--- src/rtl/uart_tx_fifo.sv ---
// Buffered UART transmitter. Written words are queued in a FIFO and sent as
// back-to-back frames with configurable data width, parity and stop bits.
module uart_tx_fifo #(
    parameter int CLKS_PER_BIT = 10417,
    parameter int DATA_BITS    = 8,
    parameter int PARITY       = 0,
    parameter int STOP_BITS    = 1,
    parameter int FIFO_DEPTH   = 16
) (
    input  logic                        Clk,
    input  logic                        Rst,
    input  logic                        Wr_En,
    input  logic [DATA_BITS-1:0]        Wr_Data,
    output logic                        Full,
    output logic                        Empty,
    output logic [$clog2(FIFO_DEPTH):0] Count,
    output logic                        Overflow,
    output logic                        Tx_Serial,
    output logic                        Tx_Active,
    output logic                        Tx_Done
);
    // state    | meaning
    // S_IDLE   | line high, waiting for a queued word
    // S_START  | start bit (low)
    // S_DATA   | data bits, LSB first
    // S_PARITY | parity bit (only when PARITY != 0)
    // S_STOP   | stop bit(s) (high); Tx_Done on the final clock

    localparam int AW = $clog2(FIFO_DEPTH);
    localparam int BW = $clog2(CLKS_PER_BIT);
    localparam int IW = 4;

    if (CLKS_PER_BIT < 2 || DATA_BITS < 5 || DATA_BITS > 9 ||
        PARITY < 0 || PARITY > 2 || STOP_BITS < 1 || STOP_BITS > 2 ||
        FIFO_DEPTH < 2 || (FIFO_DEPTH & (FIFO_DEPTH - 1)) != 0) begin : g_bad_param
        $error("uart_tx_fifo: illegal parameter value");
    end

    typedef enum logic [2:0] {S_IDLE, S_START, S_DATA, S_PARITY, S_STOP} state_t;

    logic [DATA_BITS-1:0] mem_q [FIFO_DEPTH];
    logic [AW-1:0]        wr_ptr_q, rd_ptr_q;
    logic [AW:0]          count_q, count_d;
    logic                 fifo_full, fifo_empty, push, pop;
    logic [DATA_BITS-1:0] head;
    logic                 head_par;

    state_t               state_q;
    logic [BW-1:0]        baud_q;
    logic [IW-1:0]        bit_q;
    logic [DATA_BITS-1:0] shift_q;
    logic                 parity_q, serial_q, active_q, done_q, overflow_q;
    logic                 last_clk, last_data, last_stop;

    assign fifo_full  = (count_q == (AW+1)'(FIFO_DEPTH));
    assign fifo_empty = (count_q == '0);
    assign push       = Wr_En && !fifo_full;
    assign head       = mem_q[rd_ptr_q];
    assign head_par   = (PARITY == 2) ? ^head : ~(^head);

    assign last_clk  = (baud_q == BW'(CLKS_PER_BIT - 1));
    assign last_data = (bit_q == IW'(DATA_BITS - 1));
    assign last_stop = (bit_q == IW'(STOP_BITS - 1));

    // Pop either from idle or on the final stop clock so frames chain with no gap.
    assign pop = !fifo_empty &&
                 ((state_q == S_IDLE) || (state_q == S_STOP && last_clk && last_stop));

    always_comb begin
        count_d = count_q;
        if (push && !pop) begin
            count_d = count_q + 1'b1;
        end else if (!push && pop) begin
            count_d = count_q - 1'b1;
        end
    end

    always_ff @(posedge Clk) begin
        if (push) begin
            mem_q[wr_ptr_q] <= Wr_Data;
        end
    end

    always_ff @(posedge Clk or posedge Rst) begin
        if (Rst) begin
            wr_ptr_q   <= '0;
            rd_ptr_q   <= '0;
            count_q    <= '0;
            overflow_q <= 1'b0;
        end else begin
            if (push) begin
                wr_ptr_q <= wr_ptr_q + 1'b1;
            end
            if (pop) begin
                rd_ptr_q <= rd_ptr_q + 1'b1;
            end
            count_q    <= count_d;
            overflow_q <= Wr_En && fifo_full;
        end
    end

    always_ff @(posedge Clk or posedge Rst) begin
        if (Rst) begin
            state_q  <= S_IDLE;
            baud_q   <= '0;
            bit_q    <= '0;
            shift_q  <= '0;
            parity_q <= 1'b0;
            serial_q <= 1'b1;
            active_q <= 1'b0;
            done_q   <= 1'b0;
        end else begin
            done_q <= 1'b0;
            case (state_q)
                S_IDLE: begin
                    if (pop) begin
                        state_q  <= S_START;
                        shift_q  <= head;
                        parity_q <= head_par;
                        baud_q   <= '0;
                        serial_q <= 1'b0;
                        active_q <= 1'b1;
                    end
                end
                S_START: begin
                    if (last_clk) begin
                        state_q  <= S_DATA;
                        baud_q   <= '0;
                        bit_q    <= '0;
                        serial_q <= shift_q[0];
                        shift_q  <= shift_q >> 1;
                    end else begin
                        baud_q <= baud_q + 1'b1;
                    end
                end
                S_DATA: begin
                    if (last_clk) begin
                        baud_q <= '0;
                        if (last_data) begin
                            bit_q <= '0;
                            if (PARITY != 0) begin
                                state_q  <= S_PARITY;
                                serial_q <= parity_q;
                            end else begin
                                state_q  <= S_STOP;
                                serial_q <= 1'b1;
                            end
                        end else begin
                            bit_q    <= bit_q + 1'b1;
                            serial_q <= shift_q[0];
                            shift_q  <= shift_q >> 1;
                        end
                    end else begin
                        baud_q <= baud_q + 1'b1;
                    end
                end
                S_PARITY: begin
                    if (last_clk) begin
                        state_q  <= S_STOP;
                        baud_q   <= '0;
                        bit_q    <= '0;
                        serial_q <= 1'b1;
                    end else begin
                        baud_q <= baud_q + 1'b1;
                    end
                end
                S_STOP: begin
                    // Registered pulse: raise it one clock early so it lands on the final clock.
                    if (last_stop && baud_q == BW'(CLKS_PER_BIT - 2)) begin
                        done_q <= 1'b1;
                    end
                    if (last_clk) begin
                        baud_q <= '0;
                        if (!last_stop) begin
                            bit_q <= bit_q + 1'b1;
                        end else if (pop) begin
                            state_q  <= S_START;
                            shift_q  <= head;
                            parity_q <= head_par;
                            serial_q <= 1'b0;
                        end else begin
                            state_q  <= S_IDLE;
                            serial_q <= 1'b1;
                            active_q <= 1'b0;
                        end
                    end else begin
                        baud_q <= baud_q + 1'b1;
                    end
                end
                default: begin
                    state_q  <= S_IDLE;
                    serial_q <= 1'b1;
                    active_q <= 1'b0;
                end
            endcase
        end
    end

    assign Full      = fifo_full;
    assign Empty     = fifo_empty;
    assign Count     = count_q;
    assign Overflow  = overflow_q;
    assign Tx_Serial = serial_q;
    assign Tx_Active = active_q;
    assign Tx_Done   = done_q;

endmodule

--- config.mk ---
export PLATFORM = sky130hd
export DESIGN_NAME = uart_tx_fifo
export DESIGN_NICKNAME = d
export VERILOG_FILES = /design/src/rtl/uart_tx_fifo.sv
export SDC_FILE = /design/constraint.sdc
export NUM_CORES = 1
export LEC_CHECK = 0
export CORE_UTILIZATION = 53
export DETAILED_ROUTE_END_ITERATION = 12
export GPL_TIMING_DRIVEN = 0
export PLACE_DENSITY = 0.73
export SYNTH_ARGS = -nofsm -noshare
export SYNTH_HDL_FRONTEND = slang
export SYNTH_SLANG_ARGS = --single-unit
--- constraint.sdc ---
create_clock -name Clk -period 3.1 [get_ports Clk]
set_clock_uncertainty 0.15 [all_clocks]
set_input_delay 0.62 -clock Clk [delete_from_list [all_inputs] [get_ports Clk]]
set_output_delay 0.62 -clock Clk [all_outputs]
set_load 0.01 [all_outputs]
**After elaboration in Yosys (flattened, before gate mapping)**

Memories as Yosys holds them, arrays and structs flattened.
Index checks and enable logic that the tools add are counted.

- Output and inout bits: 11
- Memories kept: 1
- RAM bits: 128
- Input port bits: 11
- Register bits after elaboration: 46

Memory list:

| name | words | width | rd ports | clocked after Yosys merged registers in | write ports | RTL line | text |
|---|---|---|---|---|---|---|---|
| mem_q | 16 | 8 | 1 | 0 | 1 | 41 | `logic [DATA_BITS-1:0] mem_q [FIFO_DEPTH];` |

- Muxes and demuxes: 45
- $add $sub $neg: 6
- Bitwise gates (word level): 1
- Reductions and logical operators: 29
- Equality and inequality tests: 19

Operators by type and width:

| kind | number |
|---|---|
| $mux W8 | 6 |
| $pmux W8 S4 | 1 |
| $eq A14 B14 Y1 const B | 2 |
| $mux W14 | 2 |
| $pmux W14 S2 | 1 |
| $mux W3 | 7 |
| $mux W4 | 5 |
| $ne A2 B2 Y1 const B | 10 |
| $mux W1 | 17 |
| $pmux W3 S5 | 1 |
| $add A14 B1 Y14 const B | 1 |
| $add A4 B1 Y4 const B | 3 |
| $pmux W4 S3 | 1 |
| $reduce_and A6 Y1 | 2 |
| $mux W5 | 2 |
| $reduce_and A5 Y1 | 2 |
| $logic_and A1 B1 Y1 | 8 |
| $reduce_and A7 Y1 | 1 |
| $eq A3 B2 Y1 const B | 2 |
| $add A5 B1 Y5 const B | 1 |
| $eq A5 B5 Y1 const B | 1 |
| $logic_not A5 Y1 | 1 |
| $pmux W1 S5 | 1 |
| $sub A5 B1 Y5 const B | 1 |
| 17 further kinds | 21 |

**Longest topological paths before layout**

- Depth after elaboration: 9
- Gate-level depth with buffers: 14
- Gate-level depth less buffers: 14

**Worst setup path before layout**

Ideal clock, no wire load.

- Path type: reg2reg
- Start point: register count_q[0] (netlist: Count[0])
- End point: register count_q[4] (netlist: Count[4])
- Setup time: 133 ps
- Setup slack: 77 ps
- Stages on the path, launching flop included: 13
- Buffers on the path: 0
- Arrival: 2740 ps
- Data required time: 2817 ps
- Period minus slack after synthesis: 3023 ps
- Cell sequence: dfrtp_1 -> or4_4 -> o21ai_2 -> a21oi_1 -> inv_1 -> ha_1 -> inv_1 -> fa_1 -> a21o_1 -> a21oi_1 -> xnor2_1 -> nor2_1 -> xor2_1

- Word-level cells in the longest chain between the ends: 6

Ends and longest elaborated chain:

| element | RTL line | text |
|---|---|---|
| start: declaration | 43 | `logic [AW:0] count_q, count_d;` |
| start signal: assignment | 97 | `count_q <= count_d;` |
| parallel branches: the longest is 6 deep, another holds $sub A5 B1 Y5 | -- |  |

Parallel ways; which one is timed is not known. The select of a mux whose other input is x is not followed.
A chain may end at the register's enable or synchronous reset.

**Worst setup path after layout**

- Start point: register count_q[1] (netlist: Count[1])
- End point: register count_q[4] (netlist: Count[4])

Same word-level chain as after synthesis.

==> impl_metrics.json <==
{
  "p_per_area_nw_per_um2": 821,
  "synthMuxAreaShare": 0.120,
  "io_buffers": 21,
  "hold_viol": 0,
  "yosys.cell_types.count": 58,
  "synth_ff_type": "edfxtp_1",
  "ys_seq_elements": 174,
  "hp-class": "in -> async",
  "clock_sinks": 174,
  "cp.arrival_ns": 3.10,
  "place_ws_ns": -0.389,
  "gp_congestion": 0.840,
  "yosys_warnings": 0,
  "netlist_area_um2": 7600,
  "crit_type": "reg -> reg",
  "tns_ns": 0,
  "syn_avg_cell_area_um2": 15.0,
  "ios": 22,
  "timing.final.max_slew_violations": 0,
  "wl_mm": 15.3,
  "p_leak_nw": 3.09,
  "final_layout_size_suffix_gt1_frac": 0.229,
  "die_y_um": 122,
  "die_w_um": 122,
  "cap_violations": 0,
  "synth.area.top_cells": "edfxtp_1, dfrtp_1, mux4_2",
  "place_area_um2": 8060,
  "cts_made_buffers": 17,
  "max_slew_margin": 0.280,
  "setup_viol": 0,
  "hold_buffers": 0,
  "vias_per_cell": 6.08,
  "rsz0062_at_grt": "false",
  "clkLatencyLatePin_ns": 0.43,
  "synth_fa_ha_area_frac": 0.0240,
  "totalPowerFinal_mw": 7.24,
  "root_buffer": "clkbuf_16",
  "ctsLongestPathBuffers": 2,
  "initial_core_util": 0.545,
  "drtIter0Drc": 536,
  "die-area_um2": 14800,
  "status": "finished clean",
  "setup_ws_ns": 0.144,
  "dpl.cell_count": 710,
  "num_rows": 43,
  "yosysSeqAreaShare": 0.657,
  "final.min_clock_period_ns": 2.96,
  "end_kind": "register",
  "fin_util": 0.633,
  "grt_pass1_vias": 4569,
  "synth_edf_count": 128,
  "track_usage": 0.223,
  "h-tree-depth": 4,
  "yosysTopAreaCell": "edfxtp_1",
  "synthCells": 508,
  "ys_async_sr_fraction": 0.264,
  "core_um2": 13900,
  "synth_top_area_share": 0.506,
  "antenna_found_initial": 0,
  "max_freq_ghz": 0.338,
  "first_pass_iters": 5,
  "worstPathMaxFanout": 5,
  "wl_per_cell_um": 20.4,
  "synth_xor_area_frac": 0.0184,
  "finish.instance_area_um2": 8820,
  "syn_nets": 533,
  "cpMostUsedCell": "a21oi_2",
  "final.fill_count": 971,
  "worstMarginPinSlew_ns": 1.08,
  "hold-worst-slack_ns": 0.254,
  "ant_nets": 0,
  "vdd_drop_max_mv": 0.512,
  "slowest_stage": "or4_4",
  "grt_max_degree": 42,
  "syn_to_final_growth_pct": 16.1,
  "grt_overflow": 0,
  "synth_top_family_by_area": "multiplexers",
  "crit_path_max_incr_delay_ns": 0.59,
  "finalCritPeriodShare": 0.954,
  "cp.required_ns": 3.24,
  "worstPathCellList": "or4_4 -> o21ai_4 -> a21oi_2 -> inv_2 -> ha_4 -> inv_4 -> fa_2 -> a21o_1 -> a21oi_2 -> xnor2_1 -> nor2_1 -> xor2_1",
  "yosys.area_share.simple": 0.0923,
  "clkTransAtPathRegs_ns": 0.07,
  "diodes": 0,
  "num_vias": 4564,
  "fin_nets": 584,
  "grt_pass1_wl_mm": 24.1,
  "synth_compound_area_frac": 0.0663,
  "hpwl_mm": 10.1,
  "start_kind": "register",
  "tritoncts": "yes",
  "drc_errors": 0,
  "fin_cells": 751
}
[flip-flops by register name, indices dropped and copies added, names as in the netlist]
name / cells
Tx_Active: 1
Count: 5
mem_q: 128
wr_ptr_q: 4
Tx_Done: 1
rd_ptr_q: 4
Tx_Serial: 1
Overflow: 1
bit_q: 4
state_q: 3
shift_q: 8
baud_q: 14
[per-layer routing]
| metal | share of wire | wire length, µm | track usage |
|---|---|---|---|
| met5 | 0 | 0 | 0 |
| met4 | 0.031 | 481 | 0.111 |
| met3 | 0.060 | 925 | 0.0487 |
| met2 | 0.49 | 7540 | 0.355 |
| met1 | 0.42 | 6390 | 0.292 |
[logic make-up after synthesis]
family / Yosys count
AO/OA/AOI/OAI: 78
XOR/XNOR: 16
adder cells (fa/ha/maj): 14
buffers and inverters: 38
flip-flops: 174
multiplexers: 56
AND/OR/NAND/NOR: 132
[critical path: cells and delay by family, from the launching register on]
kind                       cells  cell delay, ns
AOI/OAI and AO/OA              4            0.61
xor gates and xnor gates       2            0.28
adders and majority gates      2            0.51
buffers and inverters          2            0.19
DFF                            1            0.43
and+or+nand+nor                2            0.66
[cell type report]
cell class	instances	area [µm²]	share of cell area
multi-input cells	296	2520	0.286
clock buffers	17	425	0.0482
well taps	180	225	0.0255
plain buffers	23	109	0.0123
inverters	15	58.8	0.00667
clock inverters	14	174	0.0197
flip-flops and latches	174	5000	0.567
repair buffers	32	305	0.0346
[power breakdown]
part / internal [mW] / total [mW] / switching [mW]
clock network: 1.15 / 2.12 / 0.971
registers: 2.86 / 3.02 / 0.165
logic: 0.974 / 2.10 / 1.12
total: 4.98 / 7.24 / 2.26
[synth_stat cells (4+ instances only)]
cell	instances
edfxtp_1	128
dfrtp_1	45
nor2_1	38
mux4_2	26
nand2_1	24
o21ai_0	23
mux2_2	21
inv_1	15
a21oi_1	14
ha_1	13
nor3_1	13
xnor2_1	12
buf_2	11
nand3_1	10
o22ai_1	10
clkbuf_1	9
mux2i_1	9
and3_1	7
nand4_1	7
a211o_1	6
o31ai_1	6
nand2b_1	4
xor2_1	4
[worst paths after layout]
| check | start | to | slack [ns] | cells after the start |
|---|---|---|---|---|
| setup reg to reg | Count[1] | Count[4] | 0.14 | 12 |
| hold reg to reg | bit_q[0] | bit_q[0] | 0.35 | 1 |
| setup / recovery | Count[1] | Count[4] | 0.14 | 12 |
| min in group Clk | bit_q[0] | bit_q[0] | 0.35 | 1 |
| max in group asynchronous | Rst | Tx_Serial | 2.04 | 3 |
| hold / removal | Rst | Count[3] | 0.25 | 2 |
[cells in the final DEF (no fill, tap or decap), types with 3 or more instances in the layout]
cell type        count
buf_2               11
edfxtp_1           128
dfrtp_1             41
o31ai_1              6
and3_1               7
xor2_1               4
mux2i_1              9
clkinv_8             3
mux2_2              21
buf_4               12
clkbuf_16           17
inv_6                3
a21o_1               3
a21oi_1             12
clkdlybuf4s50_1     21
mux4_2              26
nor4_1               3
o22ai_1             10
nor3_1               9
nand4_1              7
nor2_1              37
and2_1               3
inv_1               12
inv_8                4
clkbuf_1             8
o21ai_0             23
nand3_1             10
nand2b_1             4
a211o_1              6
xnor2_1             12
nor3_2               4
nor3b_1              3
nand2_1             24
ha_1                10
dfrtp_2              4
[repair_timing]
item / 4_1_cts / 5_1_grt
gates resized for setup: 9 / 14
pin swaps: 3 / 4
cloned: 0 / 0
setup endpoints to repair: 18 / 10
setup buffers: 1 / 9
Note: power is estimated with default switching activity, not from simulation.
